<file path="src/rtl/banked_addr_pkg.sv">
// ============================================================================
// Module      : banked_addr_pkg
// Description : Shared types and constants for the banked address sequencer.
// Revision    : 1.0 - initial release
// ============================================================================
`default_nettype none

package banked_addr_pkg;

    // Sequencer states
    typedef enum logic [0:0] {
        S_IDLE = 1'b0,
        S_RUN  = 1'b1
    } state_t;

    // Bank mapping modes
    localparam logic MAP_LINEAR = 1'b0;
    localparam logic MAP_SKEW   = 1'b1;

    // Flat element index width: bank select bits below the row address bits
    function automatic int calc_idx_w(input int bank_bits, input int addr_bits);
        return bank_bits + addr_bits;
    endfunction

endpackage

`default_nettype wire

</file>
<file path="src/rtl/banked_addr_seq_bank_map.sv">
// ============================================================================
// Module      : bank_map
// Description : Combinational flat index -> {bank, row} mapping, linear or
//               diagonally skewed so that column walks spread across banks.
// Revision    : 1.0 - initial release
// ============================================================================
`default_nettype none

module bank_map
    import banked_addr_pkg::*;
#(
    parameter int BANK_BITS = 4,
    parameter int ADDR_BITS = 12
) (
    input  logic [BANK_BITS+ADDR_BITS-1:0] i_idx,
    input  logic                           i_mode,
    output logic [BANK_BITS-1:0]           o_bank,
    output logic [ADDR_BITS-1:0]           o_addr
);

    logic [BANK_BITS-1:0] w_low;

    assign o_addr = i_idx[BANK_BITS+ADDR_BITS-1:BANK_BITS];
    assign w_low  = i_idx[BANK_BITS-1:0];

    // Skew adds the low row bits to the bank select (wraps modulo bank count)
    always_comb begin
        o_bank = w_low;
        unique case (i_mode)
            MAP_LINEAR: o_bank = w_low;
            MAP_SKEW:   o_bank = w_low + o_addr[BANK_BITS-1:0];
        endcase
    end

endmodule

`default_nettype wire

</file>
<file path="src/rtl/banked_addr_seq.sv">
// ============================================================================
// Module      : banked_addr_seq
// Description : Multi-lane burst address sequencer for the banked key/hash
//               RAMs. Issues LANES {bank,row} pairs per beat with valid/ready
//               back-pressure, abort and done signalling.
//               Optional feature macro: BANK_CONFLICT_CHK_EN (sticky
//               same-bank detection across enabled lanes of a transfer).
// Revision    : 1.0 - initial release
// ============================================================================
`default_nettype none

module banked_addr_seq
    import banked_addr_pkg::*;
#(
    parameter int BANK_BITS = 4,
    parameter int ADDR_BITS = 12,
    parameter int LANES     = 4,
    localparam int IDX_W    = calc_idx_w(BANK_BITS, ADDR_BITS)
) (
    input  logic                       clk,
    input  logic                       rst,
    input  logic                       start,
    input  logic [IDX_W-1:0]           base,
    input  logic [IDX_W:0]             len,
    input  logic                       mode,
    input  logic                       abort,
    output logic                       out_valid,
    input  logic                       out_ready,
    output logic [LANES*BANK_BITS-1:0] out_bank,
    output logic [LANES*ADDR_BITS-1:0] out_addr,
    output logic [LANES-1:0]           out_lane_en,
    output logic                       out_last,
    output logic                       busy,
    output logic                       done,
    output logic                       conflict
);

    localparam logic [IDX_W-1:0] c_lanes_idx = IDX_W'(LANES);
    localparam logic [IDX_W:0]   c_lanes_rem = (IDX_W+1)'(LANES);

    state_t                     r_state;
    logic [IDX_W-1:0]           r_cur_idx;   // first index of presented beat
    logic [IDX_W:0]             r_rem;       // elements left, incl. presented beat
    logic                       r_mode;
    logic                       r_valid;
    logic [LANES*BANK_BITS-1:0] r_bank;
    logic [LANES*ADDR_BITS-1:0] r_addr;
    logic [LANES-1:0]           r_lane_en;
    logic                       r_last;
    logic                       r_done;

    // Next beat to load: from the start inputs in IDLE, else one beat ahead
    logic [IDX_W-1:0]           w_load_idx;
    logic [IDX_W:0]             w_load_rem;
    logic                       w_load_mode;
    logic [LANES*BANK_BITS-1:0] w_bank;
    logic [LANES*ADDR_BITS-1:0] w_addr;
    logic [LANES-1:0]           w_lane_en;
    logic                       w_last;
    logic                       w_xfer;
    logic                       w_start_acc;

    assign w_load_idx  = (r_state == S_IDLE) ? base : (r_cur_idx + c_lanes_idx);
    assign w_load_rem  = (r_state == S_IDLE) ? len  : (r_rem - c_lanes_rem);
    assign w_load_mode = (r_state == S_IDLE) ? mode : r_mode;
    assign w_last      = (w_load_rem <= c_lanes_rem);
    assign w_xfer      = r_valid && out_ready && !abort;
    assign w_start_acc = (r_state == S_IDLE) && start && !abort;

    generate
        for (genvar j = 0; j < LANES; j++) begin : g_lane
            logic [IDX_W-1:0] w_idx;
            assign w_idx        = w_load_idx + IDX_W'(j);
            assign w_lane_en[j] = ((IDX_W+1)'(j) < w_load_rem);
            bank_map #(
                .BANK_BITS (BANK_BITS),
                .ADDR_BITS (ADDR_BITS)
            ) u_bank_map (
                .i_idx  (w_idx),
                .i_mode (w_load_mode),
                .o_bank (w_bank[j*BANK_BITS +: BANK_BITS]),
                .o_addr (w_addr[j*ADDR_BITS +: ADDR_BITS])
            );
        end
    endgenerate

    // Burst FSM: launch, beat advance on handshake, completion and abort
    always_ff @(posedge clk or posedge rst) begin
        if (rst) begin
            r_state   <= S_IDLE;
            r_cur_idx <= '0;
            r_rem     <= '0;
            r_mode    <= MAP_LINEAR;
            r_valid   <= 1'b0;
            r_bank    <= '0;
            r_addr    <= '0;
            r_lane_en <= '0;
            r_last    <= 1'b0;
            r_done    <= 1'b0;
        end else begin
            r_done <= 1'b0;
            if (abort) begin
                r_state <= S_IDLE;
                r_valid <= 1'b0;
                r_last  <= 1'b0;
            end else begin
                unique case (r_state)
                    S_IDLE: begin
                        if (start) begin
                            if (len == '0) begin
                                r_done <= 1'b1;
                            end else begin
                                r_state   <= S_RUN;
                                r_valid   <= 1'b1;
                                r_cur_idx <= base;
                                r_rem     <= len;
                                r_mode    <= mode;
                                r_bank    <= w_bank;
                                r_addr    <= w_addr;
                                r_lane_en <= w_lane_en;
                                r_last    <= w_last;
                            end
                        end
                    end
                    S_RUN: begin
                        if (r_valid && out_ready) begin
                            if (r_last) begin
                                r_state <= S_IDLE;
                                r_valid <= 1'b0;
                                r_last  <= 1'b0;
                                r_done  <= 1'b1;
                            end else begin
                                r_cur_idx <= w_load_idx;
                                r_rem     <= w_load_rem;
                                r_bank    <= w_bank;
                                r_addr    <= w_addr;
                                r_lane_en <= w_lane_en;
                                r_last    <= w_last;
                            end
                        end
                    end
                endcase
            end
        end
    end

`ifdef BANK_CONFLICT_CHK_EN
    logic w_dup;
    logic r_conflict;

    // Any two enabled lanes of the presented beat targeting the same bank
    always_comb begin
        w_dup = 1'b0;
        for (int a = 0; a < LANES; a++) begin
            for (int b = a + 1; b < LANES; b++) begin
                if (r_lane_en[a] && r_lane_en[b] &&
                    (r_bank[a*BANK_BITS +: BANK_BITS] == r_bank[b*BANK_BITS +: BANK_BITS])) begin
                    w_dup = 1'b1;
                end
            end
        end
    end

    // Sticky conflict flag, cleared when a new burst is accepted
    always_ff @(posedge clk or posedge rst) begin
        if (rst) begin
            r_conflict <= 1'b0;
        end else if (w_start_acc) begin
            r_conflict <= 1'b0;
        end else if (w_xfer && w_dup) begin
            r_conflict <= 1'b1;
        end
    end

    assign conflict = r_conflict;
`else
    assign conflict = 1'b0;
`endif

    assign out_valid   = r_valid;
    assign out_bank    = r_bank;
    assign out_addr    = r_addr;
    assign out_lane_en = r_lane_en;
    assign out_last    = r_last;
    assign busy        = (r_state != S_IDLE);
    assign done        = r_done;

endmodule

`default_nettype wire

</file>
<file path="config.mk">
export PLATFORM = sky130hd
export DESIGN_NAME = banked_addr_seq
export DESIGN_NICKNAME = d
export VERILOG_FILES = /design/src/rtl/banked_addr_pkg.sv /design/src/rtl/banked_addr_seq_bank_map.sv /design/src/rtl/banked_addr_seq.sv
export SDC_FILE = /design/constraint.sdc
export NUM_CORES = 1
export LEC_CHECK = 0
export ABC_CLOCK_PERIOD_IN_PS = 6500
export CORE_MARGIN = 2
export CORE_UTILIZATION = 58
export CTS_CLUSTER_DIAMETER = 200
export DETAILED_ROUTE_END_ITERATION = 7
export GPL_TIMING_DRIVEN = 0
export PLACE_DENSITY = 0.87
export SLEW_MARGIN = 5
export SYNTH_ARGS = -nofsm -noshare
export SYNTH_HDL_FRONTEND = slang
export SYNTH_SLANG_ARGS = --single-unit
</file>
<file path="constraint.sdc">
create_clock -name clk -period 6.5 [get_ports clk]
set_input_delay 0.975 -clock clk [delete_from_list [all_inputs] [get_ports clk]]
set_output_delay 0.975 -clock clk [all_outputs]
set_load 0.02 [all_outputs]
</file>
==> impl_metrics.tcl <==
set metrics [dict create \
    status "completed" \
    io_pins 112 \
    setup_slack_ps 1770 \
    whs_path_depth 2 \
    dp_cells 979 \
    crit_top_cell "a21oi_1" \
    cts_tree "done" \
    cts-root-buf "clkbuf_8" \
    max_stage_delay_ps 520 \
    finalNonFillerCells 995 \
    powerDensity_nw_per_um2 303 \
    clk_pin_slew_ps 110 \
    grt_use_total 0.343 \
    p_total_mw 2.36 \
    place_congestion 0.969 \
    via_per_inst 6.17 \
    grt_setup_unrepaired "no" \
    r2r_end "out_bank[15]$_DFFE_PP0P_" \
    slew_violations 0 \
    syn-num-nets 794 \
    clock_skew_ps 11.7 \
    avgSynthCellArea_um2 8.55 \
    worst_pin_slew_ps 1080 \
    worst_ir_drop_vdd_mv 0.209 \
    ys_seq_area_frac 0.391 \
    required_ps 6830 \
    first_global_vias 6010 \
    hold_class "flip-flop to flip-flop" \
    finalSetupViolations 0 \
    clockBufferDepth 2 \
    port_buffers 109 \
    wirelength_um 19300 \
    fp-row-count 37 \
    r2r-start "busy$_DFF_PP0_" \
    start_util 0.601 \
    final_area_um2 7780 \
    ys_types 65 \
    startpoint_type "flip-flop" \
    drv_cap 0 \
    regToRegSetupSlack_ps 1770 \
    post_cts_buffers 0 \
    die-area_um2 11600 \
    ant_nets 0 \
    synth_warnings 0 \
    core-area_um2 10400 \
    drc_errors 0 \
    worst-path-buf-inv 5 \
    cts_buffers 9 \
    dpl.hpwl_um 14500 \
    grt.overflow.total 0 \
    crit_cells 18 \
    final_nets 915 \
    drt_first_pass_iters 6 \
    drtIter0Drc 500 \
    postSynthCellCount 733 \
    ctsHoldBuffers 0 \
    pre_cts_slack_ps 1510 \
    endpoint_kind "flip-flop" \
    syn_to_final_growth_pct 24.2 \
    die_w_um 108 \
    worstSetupPathType "flip-flop to flip-flop" \
    vias 6135 \
    slowest_stage "xnor2_1" \
    post_cts_resized 0 \
    grt_pass1_wl_um 30700 \
    period_share 0.728 \
    arrival_ps 5070 \
    crit_start "busy$_DFF_PP0_" \
    power_leakage_nw 3.22 \
    placed_cell_area_um2 7560 \
    layout-drive-gt1-share 0.0850 \
    htreeDepth 3 \
    num-fill-cells 768 \
    crit_path_cell_trace "buf_4 -> inv_2 -> clkbuf_1 -> a21oi_1 -> inv_1 -> ha_1 -> a21oi_1 -> or3_1 -> xnor2_1 -> inv_1 -> ha_1 -> a21o_1 -> a21oi_1 -> nor2_1 -> nand2_1 -> mux2i_1 -> or3_1 -> nand3_1" \
    holdWs_ps 485 \
    async_reset_ff_frac 1.00 \
    cts.sink_count 98 \
    die_h_um 108 \
    path_delay_family "buffers and inverters" \
    crit_fanout 10 \
    ys_seq_elements 98 \
    setup_tns_ps 0 \
    n_antenna_cell 0 \
    ys.flop_type "dfrtp_1" \
    setup.worst_path.end "out_bank[15]$_DFFE_PP0P_" \
    clk_latency_ps 390 \
    finalHoldViolCount 0 \
    register_area_um2 2450 \
    utilization 0.747 \
    wire_per_inst_um 19.4 \
    max_clock_freq_mhz 211 \
    reg2reg_depth 18 \
    multi_input_area_um2 3450 \
    slew_headroom 0.278 \
    antenna_found_initial 0 \
    synth-edff-count 0 \
    grt_start_max_net_pins 53 \
    syn_area_um2 6260 \
    period_minus_slack_ps 4730 \
]
==> routing by layer <==
layer	share of wire	global-route usage	vias to the layer above
li1	-	-	2797
met1	0.42	0.456	2944
met2	0.47	0.553	342
met3	0.087	0.0796	52
met4	0.024	0.120	0
met5	0	0	-
==> registers in the layout, summed over array words and instances, names as in the netlist <==
name	flops
r_cur_idx	8
out_valid	1
r_rem	17
out_lane_en	4
out_addr	48
busy	1
r_mode	1
out_last	1
out_bank	16
done	1
==> report_power, final <==
part           total [mW]  internal (mW)  switching [mW]
Combinational        1.03          0.441           0.591
Sequential          0.876          0.751           0.124
Clock               0.454          0.228           0.226
Total                2.36           1.42           0.941
==> cell usage in the layout, fill, tap and decap left out, types with 9 or more instances in the layout <==
master	instances
clkbuf_1	24
clkbuf_8	10
a21oi_1	37
dfrtp_1	98
inv_1	16
nand4_1	17
ha_1	18
a21o_1	10
xnor2_1	33
xor2_1	22
nand2_1	128
or4_1	10
nor4_1	9
nand3_1	22
nor2_1	53
clkdlybuf4s50_1	109
buf_2	11
o21ai_0	71
mux2i_1	9
o31ai_1	9
buf_4	11
==> worst min-delay path: stages, from the launching register on <==
cell     delay [ps]
dfrtp_1         350
nand2_1          40
o21ai_0          60
==> cells in the mapped netlist (4+ instances only) <==
cell type / instances / area [um2]
a31oi_1: 6 / 37.5
nand4_1: 17 / 106
nor2b_1: 8 / 50.1
o21ai_0: 71 / 355
buf_4: 11 / 82.6
nand3_1: 22 / 110
buf_1: 8 / 30.0
inv_1: 17 / 63.8
o31ai_1: 9 / 67.6
buf_2: 11 / 55.1
xnor2_1: 33 / 289
mux2_2: 5 / 56.3
dfrtp_1: 98 / 2450
xor2_1: 22 / 193
a21o_1: 10 / 75.1
or3_1: 8 / 50.1
nor4_1: 9 / 56.3
o21ai_1: 8 / 40.0
a211oi_1: 4 / 30.0
fa_1: 4 / 80.1
nor3_1: 8 / 40.0
a211o_1: 4 / 35.0
a21oi_1: 37 / 185
ha_1: 18 / 225
mux2i_1: 9 / 90.1
nand2_1: 128 / 480
nor3_2: 4 / 40.0
or4_1: 10 / 75.1
nor2_1: 53 / 199
clkbuf_1: 24 / 90.1
==> cell type report <==
type                       instances  area share
multi-input combinational        558       0.443
sequential                        98       0.315
timing repair buffer             110       0.144
buffer                            57      0.0367
tap                              136      0.0219
clock buffer                      10      0.0177
clock inverter                     6      0.0116
inverter                          20     0.00997
==> cells by family (layout without fill, tap and decap cells) <==
kind of cell / Yosys count / after routing / share of synthesized area
xor gates and xnor gates: 55 / 55 / 0.0769
buffers and inverters: 77 / 203 / 0.0575
other: 1 / 1 / 0.000599
AOI/OAI and AO/OA: 174 / 174 / 0.168
muxes: 14 / 14 / 0.0234
adders and majority gates: 22 / 22 / 0.0487
DFF: 98 / 98 / 0.391
and+or+nand+nor: 292 / 292 / 0.233
==> worst min-delay path by stage <==
stage                                        start                  endpoint
after floorplan           r_cur_idx[0]$_DFFE_PP0P_  r_cur_idx[0]$_DFFE_PP0P_
after global placement    r_cur_idx[1]$_DFFE_PP0P_  r_cur_idx[1]$_DFFE_PP0P_
after detailed placement  out_addr[12]$_DFFE_PP0P_  out_addr[12]$_DFFE_PP0P_
after CTS                  out_bank[0]$_DFFE_PP0P_   out_bank[0]$_DFFE_PP0P_
after global routing      out_addr[38]$_DFFE_PP0P_  out_addr[38]$_DFFE_PP0P_
final                      out_bank[0]$_DFFE_PP0P_   out_bank[0]$_DFFE_PP0P_
No activity file was read; power rests on OpenSTA's default activity.
==> RTL edit, RTL diff (config.mk and constraints unchanged) <==
Add a define of `BANK_CONFLICT_CHK_EN`.
--- a/src/rtl/banked_addr_seq.sv
+++ b/src/rtl/banked_addr_seq.sv
@@ -8,6 +8,8 @@
 // Revision    : 1.0 - initial release
 // ============================================================================
 `default_nettype none
+
+`define BANK_CONFLICT_CHK_EN
 
 module banked_addr_seq
     import banked_addr_pkg::*;
Check against the original RTL: not settled (the Yosys comparison gave no result); the edit may change what the design does.
==> RTL edit against the original RTL <==
- sequential share of layout area fell by 0.39 points
- design area rose by 3.3%
- first-iteration DRC count rose by 26%
- maximum frequency fell by 2.8%
- worst setup slack got worse by 0.14 ns
- sequential cell count rose by 2
- combinational power rose by 17%
- routed wire length rose by 5.3%
- power rose by 10%
- area after synthesis rose by 4.0%
- critical endpoint is now out_bank[7]$_DFFE_PP0P_
- highest routed layer unchanged
==> RTL edit: results (changes against the original RTL) <==
metric	value	unit	change
firstDrtPassIters	7		+1
r2r_slack	1.63	ns	-0.14 ns
synth_commonest_cells	nand2_1 (105), dfrtp_1 (100), nor2_1 (72), o21ai_0 (59), xnor2_1 (49)		
power_leakage	3.32	nW	+3.1%
grt_first_pass_wirelength	31700	um	+3.2%
clock_skew	0.00858	ns	-0.00317 ns
grt_max_degree	58		+9.4%
ys_seq_area_share	38.4	%	-0.74 points
outcome	finished, final reports clean		
r2r_cells	16		-2
pwr_density_cell	324	nW/um2	+6.7%
port_buffers	110		+0.92%
rows	38		+2.7%
relSlewSlack	47.2	%	+19 points
largest_register_ff_count	41		-15%
ir_worst_vdd	0.258	mV	+24%
min_from	out_addr[41]$_DFFE_PP0P_		
hold_path_end	out_addr[41]$_DFFE_PP0P_		
gp_congestion	0.972		+0.25%
drive_gt1_share	8.22	%	-0.28 points
synth_fp_nets	810		+2.0%
drtIter0Drc	630		+26%
nets	932		+1.9%
critPathMaxStageDelay	0.64	ns	+0.12 ns
post-dp-hpwl	15100	um	+3.6%
cp.arrival	5.17	ns	+0.10 ns
fillers	831		+8.2%
ys_types	74		+14%
cp_slowest_cell	mux2i_1		
-- RTL edit: changes by cell type in the layout (fill, tap and decap cells not counted), moves of 6 or more --
cell / delta
a21oi_1: +8
buf_1: -6
clkbuf_1: -8
nand2_1: -23
nand4_1: -8
nor2_1: +19
nor3_1: +9
o21ai_0: -12
o31ai_1: -6
or4_1: -6
xnor2_1: +16
xor2_1: +14
-- RTL edit: worst max path at each step --
| stage | startpoint | endpoint | slack [ns] | depth (start not counted) |
|---|---|---|---|---|
| 6_report | busy$_DFF_PP0_ | out_bank[7]$_DFFE_PP0P_ | 1.63 | 16 |
| 3_3_place_gp | rst | out_bank[5]$_DFFE_PP0P_ | 1.48 | 2 |
| 2_1_floorplan | busy$_DFF_PP0_ | out_bank[7]$_DFFE_PP0P_ | 2.58 | 16 |
| 4_1_cts | busy$_DFF_PP0_ | out_bank[7]$_DFFE_PP0P_ | 1.72 | 16 |
| 3_5_place_dp | base[1] | out_bank[7]$_DFFE_PP0P_ | 1.54 | 14 |
| 5_1_grt | busy$_DFF_PP0_ | out_bank[7]$_DFFE_PP0P_ | 1.32 | 16 |
-- RTL edit: power breakdown --
part | switching, mW | internal, mW | total [mW]
logic | 0.657 | 0.543 | 1.20
clock network | 0.232 | 0.212 | 0.444
registers | 0.188 | 0.772 | 0.960
-- RTL edit: per-layer routing --
metal / track usage [%] / up-vias / part of all wire [%]
li1: - / 2852 / -
met1: 45.2 / 3052 / 41
met2: 56.7 / 308 / 48
met3: 6.47 / 57 / 8.1
met4: 13.8 / 0 / 3.2
met5: 0 / - / 0
-- RTL edit: kinds of logic (layout without fill, tap and decap cells) --
logic type / after synthesis / after routing / share of synthesized area (%)
AND/OR/NAND/NOR: 286 / 286 / 21.1
AO/OA/AOI/OAI: 175 / 175 / 16.5
flip-flops: 100 / 100 / 38.4
XOR/XNOR: 88 / 88 / 12.4
buffers and inverters: 68 / 195 / 5.24
adder cells (fa/ha/maj): 22 / 22 / 4.69
multiplexers: 10 / 10 / 1.63
-- RTL edit: layout make-up --
cell class	instances	share of cell area, %
multi-input combinational	581	45.6
sequential	100	31.1
timing repair buffer	111	14.0
buffer	48	3.28
tap	140	2.18
clock buffer	12	2.05
inverter	20	0.996
clock inverter	4	0.700
-- RTL edit: stage by stage --
step                      power, mW  setup WS [ns]  hold slack (ns)  cells
after detailed placement       2.15           1.54            0.462   1000
after floorplan                1.68           2.58            0.479    749
after CTS                      2.59           1.72            0.492   1016
final                          2.60           1.63            0.492   1016
after global routing           2.75           1.32            0.518   1016
after global placement         2.10           1.48            0.460    999
-- RTL edit: worst register-to-register path: cells and delay by family (launching register included) --
family	cells	cell delay (ns)
fa+ha+maj	2	0.64
compound gates	3	0.61
mux	1	0.65
xor+xnor	2	0.75
buf+inv	5	1.20
simple gates	3	0.53
flops	1	0.41
